**src/rtl/neo_frame_loader.sv**
```systemverilog
// Pixel-write FIFO that feeds the NeoPixel strand controller one colour byte at a time.
// Frame commits become send_it pulses once every write accepted before the commit has been loaded.
module neo_frame_loader #(
    parameter int NUM_PIXELS = 5,
    parameter int FIFO_DEPTH = 4
) (
    input  logic        clock,
    input  logic        reset,
    input  logic [23:0] pix_data,
    input  logic [2:0]  pix_index,
    input  logic        pix_valid,
    output logic        pix_ready,
    input  logic        frame_commit,
    input  logic        ready_to_load,
    input  logic        ready_to_send,
    output logic [7:0]  color_level,
    output logic [1:0]  color_index,
    output logic [2:0]  pixel_index,
    output logic        load_color,
    output logic        send_it,
    output logic        busy,
    output logic        index_error,
    output logic [15:0] frames_sent
);

    localparam int AW = $clog2(FIFO_DEPTH);

    typedef enum logic [1:0] {IDLE, LOAD_G, LOAD_R, LOAD_B} state_t;

    state_t      r_state, w_next;
    logic [26:0] r_mem [FIFO_DEPTH];
    logic [AW:0] r_wptr, r_rptr;
    logic        r_rtl_q;
    logic [2:0]  r_hold_idx;
    logic [23:0] r_hold_grb;
    logic        r_commit_pending;

    logic        w_empty, w_full, w_push, w_pop, w_load_ok, w_head_bad;
    logic [26:0] w_head;

    assign w_empty    = (r_wptr == r_rptr);
    assign w_full     = (r_wptr[AW] != r_rptr[AW]) && (r_wptr[AW-1:0] == r_rptr[AW-1:0]);
    assign pix_ready  = ~w_full;
    assign w_push     = pix_valid & pix_ready;
    assign w_head     = r_mem[r_rptr[AW-1:0]];
    assign w_head_bad = {29'd0, w_head[26:24]} >= 32'(NUM_PIXELS);
    // The controller raises ready_to_load for a single cycle at end-of-packet and ignores
    // loads there; two consecutive high cycles are required before a load is trusted.
    assign w_load_ok  = ready_to_load & r_rtl_q;
    assign w_pop      = (r_state == IDLE) & ~w_empty & w_load_ok;
    assign busy       = ~w_empty | (r_state != IDLE) | r_commit_pending;

    always_ff @(posedge clock) begin
        if (w_push) r_mem[r_wptr[AW-1:0]] <= {pix_index, pix_data};
    end

    always_ff @(posedge clock or posedge reset) begin
        if (reset) begin
            r_state          <= IDLE;
            r_wptr           <= '0;
            r_rptr           <= '0;
            r_rtl_q          <= 1'b0;
            r_hold_idx       <= '0;
            r_hold_grb       <= '0;
            r_commit_pending <= 1'b0;
            index_error      <= 1'b0;
            frames_sent      <= '0;
        end else begin
            r_state <= w_next;
            r_rtl_q <= ready_to_load;
            if (w_push) r_wptr <= r_wptr + 1'b1;
            if (w_pop) begin
                r_rptr     <= r_rptr + 1'b1;
                r_hold_idx <= w_head[26:24];
                r_hold_grb <= w_head[23:0];
                if (w_head_bad) index_error <= 1'b1;
            end
            // A commit landing in the same cycle as a send starts the next frame's pending.
            if (frame_commit)  r_commit_pending <= 1'b1;
            else if (send_it)  r_commit_pending <= 1'b0;
            if (send_it) frames_sent <= frames_sent + 16'd1;
        end
    end

    always_comb begin
        w_next      = r_state;
        load_color  = 1'b0;
        send_it     = 1'b0;
        color_level = '0;
        color_index = '0;
        pixel_index = '0;
        case (r_state)
            IDLE: begin
                // Pop wins over send, so a send only happens once the FIFO has drained.
                if (w_pop) begin
                    if (!w_head_bad) w_next = LOAD_G;
                end else if (w_empty && r_commit_pending && ready_to_send) begin
                    send_it = 1'b1;
                end
            end
            LOAD_G: begin
                color_index = 2'b10;
                pixel_index = r_hold_idx;
                color_level = r_hold_grb[23:16];
                load_color  = w_load_ok;
                if (w_load_ok) w_next = LOAD_R;
            end
            LOAD_R: begin
                color_index = 2'b00;
                pixel_index = r_hold_idx;
                color_level = r_hold_grb[15:8];
                load_color  = w_load_ok;
                if (w_load_ok) w_next = LOAD_B;
            end
            LOAD_B: begin
                color_index = 2'b01;
                pixel_index = r_hold_idx;
                color_level = r_hold_grb[7:0];
                load_color  = w_load_ok;
                if (w_load_ok) w_next = IDLE;
            end
            default: w_next = IDLE;
        endcase
    end

endmodule

```
**config.mk**
```make
export PLATFORM = sky130hd
export DESIGN_NAME = neo_frame_loader
export DESIGN_NICKNAME = d
export VERILOG_FILES = /design/src/rtl/neo_frame_loader.sv
export SDC_FILE = /design/constraint.sdc
export NUM_CORES = 1
export LEC_CHECK = 0
export ABC_AREA = 1
export ABC_CLOCK_PERIOD_IN_PS = 3200
export CAP_MARGIN = 10
export CELL_PAD_IN_SITES_DETAIL_PLACEMENT = 2
export CELL_PAD_IN_SITES_GLOBAL_PLACEMENT = 2
export CORE_MARGIN = 3
export CORE_UTILIZATION = 37
export CTS_BUF_LIST = sky130_fd_sc_hd__clkbuf_8 sky130_fd_sc_hd__clkbuf_16
export DETAILED_ROUTE_END_ITERATION = 7
export GPL_ROUTABILITY_DRIVEN = 0
export PLACE_DENSITY = 0.75
export SLEW_MARGIN = 20
export SYNTH_ARGS = -nofsm -noshare
export SYNTH_HDL_FRONTEND = slang
export SYNTH_SLANG_ARGS = --single-unit
```
**constraint.sdc**
```tcl
create_clock -name clock -period 3.2 [get_ports clock]
set_clock_uncertainty 0.2 [all_clocks]
set_input_delay 0.32 -clock clock [delete_from_list [all_inputs] [get_ports clock]]
set_output_delay 0.32 -clock clock [all_outputs]
set_load 0.05 [all_outputs]
```
# Word level (Yosys, flattened, before mapping)
# Memories as Yosys holds them, arrays and structs flattened.
# Cells that the tools add are included.
[totals] reg_bits=54 ramBits=108 output_inout_bits=34 n_memories=1
[memory_table] memory="r_mem" depth=4 word_bits=27 read_ports=1 rd_ports_with_merged_regs=0 write_ports=1 line="31" text="logic [26:0] r_mem [FIFO_DEPTH];"
[classes] add_sub_neg=3 order_cmp=1 n_eq_ne=11 n_mux=17 bitwise_logic=8 reduce_logical=9
[ops] operator="one-hot mux 8 bit (3 select lines)" n=1
[ops] operator="adder 16 x 1 -> 16 bit, second input constant" n=1
[ops] operator="2-to-1 mux 2 bit" n=5
[ops] operator="!= test 2 bit, second input constant" n=5
[ops] operator="2-to-1 mux 1 bit" n=8
[ops] operator="one-hot mux 2 bit (4 select lines)" n=1
[ops] operator="adder 3 x 1 -> 3 bit, second input constant" n=2
[ops] operator="AND reduction 5 bit" n=1
[ops] operator="AND 1 bit" n=4
[ops] operator="equality test 2 bit, second input constant" n=2
[ops] operator="one-hot mux 2 bit (2 select lines)" n=1
[ops] operator="nonzero test 2 bit" n=2
[ops] operator="equality test 3 bit" n=1
[ops] operator=">= comparator 3 bit, second input constant" n=1
[ops] operator="logical AND 1 bit" n=3
[ops] operator="2-to-1 mux 3 bit" n=1
[ops] operator="OR reduction 3 bit" n=1
[ops] operator="equality test 2 x 1 -> 1 bit, second input constant" n=1
[ops] operator="equality test 2 bit" n=1
[ops] operator="zero test 2 bit" n=1
[ops] operator="inverter 1 bit" n=2
[ops] operator="bitwise OR 1 bit" n=2
[ops] operator="AND reduction 2 bit" n=1
[ops] operator="!= test 1 bit" n=1

# Logic depth before layout (Yosys ltp)
[depth] depth_word=8 depth_mapped=11 mapped_depth_nobuf=10

# Worst setup path after synthesis
# No wires, ideal clock.
[synth_timing] kind="reg2reg" start="reg r_rptr[0]" end="mem r_mem[3][0] (enable)" setup_time_ns=0.412 arrival_ns=2.629 t_required_ns=2.588 path_slack_ns=-0.042 path_stages_with_launch=7 synth_period_minus_slack_ns=3.242 path_cell_list="dfrtp_1 -> buf_4 -> nand2_2 -> nand2_2 -> nand4_1 -> nand2_1 -> nor2_1"
[synth_via] elab_chain_len=6
[synth_rtl] item="from (decl)" line="32" text="logic [AW:0] r_wptr, r_rptr;"
[synth_rtl] item="from (signal assigned)" line="73" text="r_rptr <= r_rptr + 1'b1;"
[synth_rtl] item="equality test 2 bit" line="42" text="assign w_full = (r_wptr[AW] != r_rptr[AW]) && (r_wptr[AW-1:0] == r_rptr[AW-1:0]);"
[synth_rtl] item="logical AND 1 bit" line="42"
[synth_rtl] item="inverter 1 bit" line="43" text="assign pix_ready = ~w_full;"
[synth_rtl] item="named net pix_ready" line="12" text="output logic pix_ready,"
[synth_rtl] item="AND 1 bit" line="44" text="assign w_push = pix_valid & pix_ready;"
[synth_rtl] item="2-to-1 mux 1 bit" line="54" text="if (w_push) r_mem[r_wptr[AW-1:0]] <= {pix_index, pix_data};"
[synth_rtl] item="2-to-1 mux 1 bit (not written as such)" line="54"
[synth_rtl] item="to (decl)" line="31"
# The timed path passes the listed nets, and every way through them passes these cells.

# Worst setup path after layout
[layout_timing] start="reg r_state[0]" end="out color_level[5]"
[layout_via] elab_chain_len=2 elab_cells_between_ends=4 cone_classes="eq/ne (3); mux (1)"
[layout_rtl] item="from (decl)" line="30" text="state_t r_state, w_next;"
[layout_rtl] item="from (signal assigned)" line="69" text="r_state <= w_next;"
[layout_rtl] item="equality test 2 bit or equality test 2 x 1 -> 1 bit (tied branches)" line="92" text="case (r_state)"
[layout_rtl] item="one-hot mux 8 bit (3 select lines) *" line="92"
[layout_rtl] item="to (decl)" line="16" text="output logic [7:0] color_level,"
# Mark *: on every way between the ends. The rest lies on a longest branch, timed or not.

==> results.md <==
- Outcome: finished clean
- Worst-path clk slew: 0.07 ns
- IO Port Bufs: 66
- Synth top cells by count: nand2_1 (199), edfxtp_1 (108), nor2_1 (69)
- Routed Wire Length: 18900 µm
- P per Cell Area: 968 nW/µm²
- Post-DP Area: 7750 µm²
- Crit path DAT: 2.49 ns
- # setup viols final: 0
- Max-slew headroom: 59.5%
- Async set-reset flop share out of synthesis: 33.3%
- CP max stage cell: clkdlybuf4s50_1
- #FFs+latches synth: 162
- Fin nets: 754
- Die area: 20100 µm²
- CP endpoint kind: output port
- Antenna violations before repair: 0
- Routed Antenna Nets: 0
- Worst endpoint required time: 2.68 ns
- IO Pins: 67
- Total iterations of the first detailed-routing run: 4
- CP bufs+invs: 2
- Maximum clock path buffer count: 2
- Top cells by area, synth: edfxtp_1 (47%), dfrtp_1 (20%), nand2_1 (11%)
- Count of unique library cells instantiated by Yosys: 29
- Cell Area, Synth: 6830 µm²
- Area leader, netlist: edfxtp_1
- Total GRT Usage: 19.8%
- CP Class: flop to output port
- Post-synth EDFFs: 108
- Final core occ: 46.3%
- First-pass GRT wire length: 30800 µm
- Tmin final: 3.01 ns
- FF-to-FF setup slack: 0.70 ns
- Yosys top cell area share: 47.5%
- Clock Latency Late Sink: 0.43 ns
- Synth warn: 0
- CP Depth: 6
- Antenna diodes: 0
- Reg2reg end: frames_sent[2]
- Vias in the first global route: 5638
- Reg2Reg Launch Point: r_state[0]
- Fin. max-slew vios: 0
- CP startpoint: r_state[0]
- Core area: 18000 µm²
- Root Driver: clkbuf_16
- Delay-heaviest family, CP: buffers and inverters
- Largest net degree at the start of global routing: 56
- Final instance area: 8350 µm²
- CTS HTree Levels: 4
- Maximum vdd ir drop: 545 µV
- Num rows: 49
- Sequential area share after synthesis: 67.2%
- Die Span Y: 142 µm
- Area Overhead vs Synth: 22.2%
- Drt drc: 0
- DRT iter0 DRCs: 327
- Hold WC Path Type: input pin to asynchronous set/reset pin
- Crit path to: color_level[5]
- Average vias per placed instance: 5.16
- RSZ-0062 raised after global routing: no
- Post-DP HPWL: 12000 µm
- Cell count after synthesis: 641
- CP max FO: 10
- CTS buffer count: 17
- Clock sink count: 162
- Fin crit share: 94.2%
- Most frequent cell after synthesis: nand2_1
- Max Cap Violations: 0
- Worst setup SP type: flop
- Fmax: 0.332 GHz
- Global route total overflow: 0
- Hold Fails Final Rpt: 0
- Most common cell type on the critical path: nand2_1
- Place WS: 0.429 ns
- Net count after synthesis: 684
- DIE WIDTH: 142 µm
- Vias after detailed routing: 4916
- R2R depth: 10
- Final worst slack: 0.185 ns
- Total power: 8080 µW
- Fillers: 1851
- CTS tree: done
- Syn avg cell area: 10.7 µm²
- Slowest stage delay, CP: 0.79 ns
- Leak: 0.00340 µW
- Share of cells above drive strength 1: 9.12%
- Cells along the critical path: ha_1 > nand2_1 > nand3_1 > nand2_1 > inv_1 > clkdlybuf4s50_1
- Ys flop type: edfxtp_1
- Worst Tran Pin Value: 0.607 ns
- Min Hold Slack: 0.0324 ns
- Initial cell density of the core: 37.9%
- Routed len/inst: 19.9 µm
[routing by layer]
layer  GRT usage, %  routed length [µm]  share of wire [%]  vias up
met5              0                   0                  0        -
met4           5.30                 248                1.3        0
met3           3.94                 486                2.6       17
met2           35.6               10100                 53       75
met1           24.3                8080                 43     2537
li1               -                   -                  -     2287
[through the flow]
stage / TNS, ns / cells
2_1_floorplan: -2.66 / 641
6_report: 0 / 953
3_5_place_dp: 0 / 919
5_1_grt: 0 / 953
3_3_place_gp: 0 / 919
4_1_cts: 0 / 951
[registers in the layout, summed over array words and instances (netlist names)]
register          flops
r_commit_pending      1
r_hold_idx            3
r_rtl_q               1
r_rptr                3
r_state               2
frames_sent          16
r_hold_grb           24
r_wptr                3
index_error           1
r_mem               108
[what timing repair did]
action | in CTS | in global routing
hold buffers | 0 | 0
setup buffers | 0 | 2
resized for setup | 1 | 3
setup endpoints to repair | 4 | 8
[cell usage in the layout, fill, tap and decap left out, drive strengths merged]
cell             n
nand3           24
nand3b           4
ha              10
o21ai           57
dfrtp           54
clkbuf          17
inv             44
clkinv           3
o31ai            1
o22ai           24
a21oi            1
nor2            69
dlymetal6s2s     2
clkinvlp         3
and3             1
or2              1
o21bai           2
xor2             6
nand2          204
xnor2            5
nand4            2
edfxtp         108
nor3             3
bufinv           1
clkdlybuf4s50   61
buf             17
[power by group]
part	internal, µW	total [µW]	switching (µW)
sequential	2820	3080	264
clock	1090	2000	906
combinational	883	2990	2110
[how the worst min path moves through the flow]
stage / from / to / cells past startpoint
floorplan: ready_to_load / r_rtl_q / 0
global placement: index_error / index_error / 1
detailed placement: index_error / index_error / 1
CTS: reset / r_wptr[2] / 2
global route: reset / r_wptr[2] / 2
finish: reset / r_wptr[2] / 2
[cell type report]
class	count	area [µm²]	area share, %
Timing Repair Buffer	80	801	9.59
Clock inverter	15	145	1.74
Sequential cell	162	4590	55.0
Multi-Input combinational cell	414	1960	23.4
Clock buffer	17	425	5.10
Inverter	36	139	1.66
Tap cell	229	287	3.43
[kinds of logic after synthesis]
kind of cell	synth area share, %
compound gates	6.78
fa+ha+maj	1.83
simple gates	18.3
buf+inv	4.32
flops	67.2
xor+xnor	1.52
No activity file was read; power rests on OpenSTA's default activity.
